File: config.mk
export PLATFORM = sky130hd
export DESIGN_NAME = adc_sample_fifo
export DESIGN_NICKNAME = d
export VERILOG_FILES = /design/src/rtl/adc_sample_fifo_pkg.sv /design/src/rtl/adc_sample_fifo_sync_fifo_fwft.sv /design/src/rtl/adc_sample_fifo.sv
export SDC_FILE = /design/constraint.sdc
export NUM_CORES = 1
export LEC_CHECK = 0
export CAP_MARGIN = 20
export CORE_MARGIN = 3
export CORE_UTILIZATION = 50
export DETAILED_ROUTE_END_ITERATION = 8
export HOLD_SLACK_MARGIN = 0.12
export PLACE_DENSITY = 0.76
export RECOVER_POWER = 25
export SYNTH_ARGS = -nofsm -noshare
export SYNTH_HDL_FRONTEND = slang
export SYNTH_SLANG_ARGS = --single-unit
File: constraint.sdc
create_clock -name ap_clk -period 4.84 [get_ports ap_clk]
set_input_delay 0.484 -clock ap_clk [delete_from_list [all_inputs] [get_ports ap_clk]]
set_output_delay 0.484 -clock ap_clk [all_outputs]
set_load 0.03 [all_outputs]
File: src/rtl/adc_sample_fifo_pkg.sv
// Shared types and helpers for the ADC capture FIFO: FSM states, default
// sizing, and the offset-binary to two's-complement conversion.
package adc_sample_fifo_pkg;

   localparam int DEF_DATA_W = 10;
   localparam int DEF_DEPTH  = 16;
   localparam int DEF_CNT_W  = 16;

   typedef enum logic [1:0] {
      IDLE    = 2'd0,
      CAPTURE = 2'd1,
      DRAIN   = 2'd2
   } state_t;

   // Offset binary to two's complement is a flip of the sample MSB; the caller
   // passes its real width and keeps only the low bits of the result.
   function automatic logic [31:0] offset_to_signed(input logic [31:0] raw,
                                                    input int unsigned width);
      return raw ^ (32'd1 << (width - 1));
   endfunction

endpackage

File: src/rtl/adc_sample_fifo_sync_fifo_fwft.sv
// First-word-fall-through synchronous FIFO: head entry is always visible on
// rd_data while empty_n is high; level and empty_n are registered.
module sync_fifo_fwft #(
   parameter int W     = 10,
   parameter int DEPTH = 16,
   localparam int AW   = $clog2(DEPTH)
) (
   input  logic          clk,
   input  logic          rst,
   input  logic          wr_en,
   input  logic [W-1:0]  wr_data,
   input  logic          rd_en,
   output logic [W-1:0]  rd_data,
   output logic          empty_n,
   output logic          full,
   output logic [AW:0]   level
);

   logic [W-1:0] mem [DEPTH];
   logic [AW:0]  wr_ptr;
   logic [AW:0]  rd_ptr;
   logic [AW:0]  wr_ptr_nx;
   logic [AW:0]  rd_ptr_nx;
   logic         pop;
   logic         push;

   // A full FIFO still accepts a write when the head leaves in the same cycle.
   assign full      = (level == (AW + 1)'(DEPTH));
   assign pop       = rd_en & empty_n;
   assign push      = wr_en & (~full | pop);
   assign wr_ptr_nx = wr_ptr + (AW + 1)'(push);
   assign rd_ptr_nx = rd_ptr + (AW + 1)'(pop);
   assign rd_data   = mem[rd_ptr[AW-1:0]];

   always_ff @(posedge clk) begin
      if (rst) begin
         wr_ptr  <= '0;
         rd_ptr  <= '0;
         level   <= '0;
         empty_n <= 1'b0;
      end else begin
         wr_ptr  <= wr_ptr_nx;
         rd_ptr  <= rd_ptr_nx;
         level   <= wr_ptr_nx - rd_ptr_nx;
         empty_n <= (wr_ptr_nx != rd_ptr_nx);
      end
   end

   always_ff @(posedge clk) begin
      if (push) begin
         mem[wr_ptr[AW-1:0]] <= wr_data;
      end
   end

endmodule

File: src/rtl/adc_sample_fifo.sv
// ADC capture front end: arms a capture window, converts samples to signed,
// queues them in a FWFT FIFO for an ap_fifo consumer, and flags drops.
module adc_sample_fifo
   import adc_sample_fifo_pkg::*;
#(
   parameter int DATA_W = DEF_DATA_W,
   parameter int DEPTH  = DEF_DEPTH,
   parameter int CNT_W  = DEF_CNT_W,
   localparam int LW    = $clog2(DEPTH) + 1
) (
   input  logic              ap_clk,
   input  logic              ap_rst,
   input  logic [DATA_W-1:0] adc_data,
   input  logic              adc_valid,
   input  logic              arm,
   input  logic              abort,
   input  logic [CNT_W-1:0]  capture_len,
   input  logic              clear_ovf,
   output logic [DATA_W-1:0] datain_V_dout,
   output logic              datain_V_empty_n,
   input  logic              datain_V_read,
   output logic [LW-1:0]     fill_level,
   output logic              overflow,
   output logic              busy,
   output logic              capture_done,
   output state_t            state
);

   state_t            state_nx;
   logic [CNT_W-1:0]  count;
   logic [CNT_W-1:0]  count_nx;
   logic              attempt;
   logic              pop;
   logic              full;
   logic              drop;
   logic              done_nx;
   logic [DATA_W-1:0] wr_data;

   assign attempt = (state == CAPTURE) & adc_valid;
   assign pop     = datain_V_read & datain_V_empty_n;
   assign drop    = attempt & full & ~pop;
   assign wr_data = DATA_W'(offset_to_signed(32'(adc_data), DATA_W));

   sync_fifo_fwft #(
      .W     (DATA_W),
      .DEPTH (DEPTH)
   ) u_fifo (
      .clk     (ap_clk),
      .rst     (ap_rst),
      .wr_en   (attempt),
      .wr_data (wr_data),
      .rd_en   (datain_V_read),
      .rd_data (datain_V_dout),
      .empty_n (datain_V_empty_n),
      .full    (full),
      .level   (fill_level)
   );

   // The length test uses the post-increment count so exactly capture_len
   // attempts are taken before the window closes.
   always_comb begin
      state_nx = state;
      count_nx = count;
      done_nx  = 1'b0;
      case (state)
         IDLE: begin
            if (arm) begin
               state_nx = CAPTURE;
               count_nx = '0;
            end
         end
         CAPTURE: begin
            if (attempt && (count != '1)) begin
               count_nx = count + 1'b1;
            end
            if (abort || ((capture_len != '0) && (count_nx == capture_len))) begin
               state_nx = DRAIN;
            end
         end
         DRAIN: begin
            if (!datain_V_empty_n) begin
               state_nx = IDLE;
               done_nx  = 1'b1;
            end
         end
         default: state_nx = IDLE;
      endcase
   end

   always_ff @(posedge ap_clk) begin
      if (ap_rst) begin
         state        <= IDLE;
         count        <= '0;
         overflow     <= 1'b0;
         busy         <= 1'b0;
         capture_done <= 1'b0;
      end else begin
         state        <= state_nx;
         count        <= count_nx;
         busy         <= (state_nx != IDLE);
         capture_done <= done_nx;
         overflow     <= drop | (overflow & ~clear_ovf);
      end
   end

endmodule

==> impl_metrics.py <==
metrics = {
    "clock_network": {
        "clkTransAtPathRegs_ns": 0.07,
        "cts_max_level": 4,
        "cts_resized": 0,
        "post_cts_buffers": 0,
        "cts_buffer_depth": 2,
        "cts.sinks": 197,
        "hold_buffers": 0,
        "clockRootBuffer": "clkbuf_16",
        "cts_tree": "yes",
        "clk_latency_ns": 0.43,
        "numCtsBuffers": 17,
    },
    "yosys": {
        "syn_nets": 570,
        "synthesis.area_mm2": 0.008458,
        "yosysUniqueCellTypes": 63,
        "synth_area_per_cell_um2": 16.05,
        "synth-seq-cells": 197,
        "yosysSeqAreaShare_pct": 65.56,
        "synth.yosys.warnings": 0,
        "ys_async_sr_fraction_pct": 0,
        "synth-edff-count": 160,
        "synth_cells": 527,
        "synth_top_flop_cell": "edfxtp_1",
    },
    "timing": {
        "fin_skew_ns": 0.009984,
        "setup_ws_ns": 1.577,
        "min_period_over_period_pct": 67.43,
        "holdWs_ns": 0.4829,
        "final-setup-viol-count": 0,
        "drv_slew": 35,
        "worst_pin_slew_ns": 1.537,
        "finalHoldViolations": 0,
        "fmax_mhz": 306.4,
        "slew_headroom_pct": -2.499,
        "finalSetupTns_ns": 0,
        "grt_setup_unrepaired": "false",
        "period_minus_slack_ns": 3.263,
    },
    "critical_path": {
        "crit_path_cell_trace": "buf_12 -> mux4_2 -> mux4_2 -> clkdlybuf4s50_1",
        "slowest_stage": "clkdlybuf4s50_1",
        "r2r_cells": 4,
        "path_buf_inv": 2,
        "timing.rr.start": "state[0]$_SDFF_PP0_",
        "path_delay_family": "multiplexers",
        "cp_max_fo": 41,
        "reg2reg_to": "u_fifo.mem[12][3]$_DFFE_PP_",
        "r2r_slack_ns": 1.83,
        "cp_common_cell": "mux4_2",
        "crit_arrival_ns": 2.78,
        "crit_path_end_kind": "output port",
        "crit_required_ns": 4.36,
        "crit_path_max_incr_delay_ns": 0.62,
        "crit_path_start_kind": "flip-flop",
        "worstSetupPathType": "reg -> out",
    },
    "route": {
        "vias_per_cell": 6.173,
        "dr_total_vias": 5037,
        "initialDrtViolationCount": 394,
        "first_pass_iters": 5,
        "wirelength_mm": 18.47,
        "wl_per_cell_um": 22.64,
        "drtAntennaViolNets": 0,
        "drc": 0,
    },
    "final_layout": {
        "drive_above_1_share_pct": 19.33,
        "antennaDiodeCount": 0,
        "layout.cells.non_filler": 816,
        "fin_nets": 632,
        "area_growth_pct": 16.64,
    },
    "outcome": {
        "failed_checks": "max-capacitance violations, max-slew violations",
        "status": "finished with violations",
    },
    "floorplan": {
        "die_x_um": 136.1,
        "chipHeight_um": 136.1,
        "num_rows": 46,
        "coreArea_mm2": 0.01623,
        "start_util_pct": 52.11,
        "die_area_mm2": 0.01851,
        "io_pins": 54,
    },
    "grt": {
        "grt_use_total_pct": 21.31,
        "antenna_found_initial": 0,
        "grt_use_met1_pct": 29.87,
        "grt_pass1_wl_mm": 29.18,
        "grt_pass1_vias": 5107,
        "grt_max_degree": 43,
        "grtUsageMet2_pct": 33.43,
        "overflow": 0,
        "grt-busiest-layer": "met2",
        "use_met3_pct": 4.589,
    },
    "power_and_ir_drop": {
        "p_leak_nw": 3.143,
        "cellPowerDensity_mw_per_mm2": 381.4,
        "ir_drop_uv": 282.6,
        "total_power_mw": 3.763,
    },
    "job": {
        "cap_violations": 1,
    },
    "worst_hold_path": {
        "hold_path_depth": 2,
        "min-delay-path-class": "reg -> reg",
        "hold_end": "overflow$_SDFF_PP0_",
        "min_from": "overflow$_SDFF_PP0_",
    },
    "placement": {
        "io_buffers": 53,
        "place_congestion": 0.9148,
        "detailed_place_hpwl_mm": 12.05,
        "place_ws_ns": 1.241,
        "place_inst": 780,
    },
}
-- routing by layer --
metal  vias to the layer above  part of all wire (%)
met5                         -                     0
met1                      2570                    42
met3                        29                   6.7
met4                         0                   2.0
met2                       216                    50
li1                       2222                     -
-- synth_stat cells, types with 2 or more instances --
library cell  instances  area, um^2
xor2_1               15       131.4
o221a_2               2       22.52
o21ai_0              11       55.05
a21oi_1              24       120.1
and3_1                7       43.79
nand3_1              12       60.06
nor2_1               37       138.9
o2111ai_1             2       17.52
edfxtp_1            160        4805
nand3b_1              5       37.54
and2_1                3       18.77
or3_1                 2       12.51
buf_1                 5       18.77
xnor2_1              15       131.4
nor4_1               10       62.56
o211ai_1              3       22.52
buf_6                 2       22.52
clkbuf_1             15       56.30
or3b_2                3       26.28
ha_1                  9       112.6
nand4_1               8       50.05
buf_4                 3       22.52
mux4_2               50        1126
nor3_1                9       45.04
nand4b_1              2       17.52
a31oi_1               5       31.28
dfxtp_1              37       740.7
a211oi_1              5       37.54
nand2_1              13       48.80
and4_1                3       26.28
inv_1                 9       33.78
nand2b_1              4       25.02
nor2b_1               3       18.77
a311oi_1              2       17.52
a21o_1                2       15.01
nand4_2               2       25.02
clkbuf_2              2       10.01
-- layout make-up --
cell class	instances	area (um^2)
inverters	9	33.78
fillers	1193	6365
repair buffers	72	705.7
flip-flops and latches	197	5548
multi-input cells	292	2729
clock buffers	18	429.2
well taps	216	270.3
clock inverters	12	150.1
-- layout by cell type, fill, tap and decap left out, drive strengths merged, types with 12 or more instances in the layout --
cell type        n
nor2            37
buf             18
nand2           13
xor2            15
clkdlybuf4s50   47
edfxtp         160
inv             13
o21ai           12
a21oi           24
clkbuf          19
mux4            50
nand3           13
dfxtp           37
xnor2           15
-- how the worst max path moves through the flow --
| stage | from | to | depth (start not counted) |
|---|---|---|---|
| CTS | u_fifo.rd_ptr[1]$_SDFF_PP0_ | datain_V_dout[8] | 3 |
| floorplan | state[0]$_SDFF_PP0_ | u_fifo.mem[0][0]$_DFFE_PP_ | 5 |
| finish | u_fifo.rd_ptr[0]$_SDFF_PP0_ | datain_V_dout[8] | 4 |
| global route | u_fifo.rd_ptr[0]$_SDFF_PP0_ | datain_V_dout[1] | 4 |
| global placement | adc_valid | u_fifo.mem[4][5]$_DFFE_PP_ | 5 |
| detailed placement | adc_valid | u_fifo.mem[4][2]$_DFFE_PP_ | 5 |
-- per-stage QoR --
step,area [um^2],util [%]
2_1_floorplan,8458,-
3_3_place_gp,9221,56.81
3_5_place_dp,9221,56.81
4_1_cts,9801,60.38
5_1_grt,9866,60.78
6_report,9866,60.78
-- registers in the layout (all words and copies together), names as in the netlist --
name / cells
capture_done: 1
state: 2
busy: 1
overflow: 1
count: 16
u_fifo.level: 5
u_fifo.empty_n: 1
u_fifo.rd_ptr: 5
u_fifo.wr_ptr: 5
u_fifo.mem: 160
-- cells by family after synthesis --
group	after synthesis	synth area share, %
flip-flops	197	65.56
XOR/XNOR	30	3.107
AND/OR/NAND/NOR	135	8.980
buffers and inverters	38	2.174
adder cells (fa/ha/maj)	10	1.568
AO/OA/AOI/OAI	67	5.296
multiplexers	50	13.31
-- power breakdown --
group | internal, mW | leakage [nW] | total, mW | switching (mW)
sequential | 1.86 | 1.74 | 1.88 | 0.0220
combinational | 0.241 | 1.13 | 0.507 | 0.266
clock | 0.767 | 0.276 | 1.37 | 0.606
-- worst min-delay path: cells and delay by family (launching register included) --
| kind | cells | cell delay, ns |
|---|---|---|
| AO/OA/AOI/OAI | 1 | 0.06 |
| flip-flops | 1 | 0.31 |
| AND/OR/NAND/NOR | 1 | 0.06 |
(Power assumes the default switching activity.)
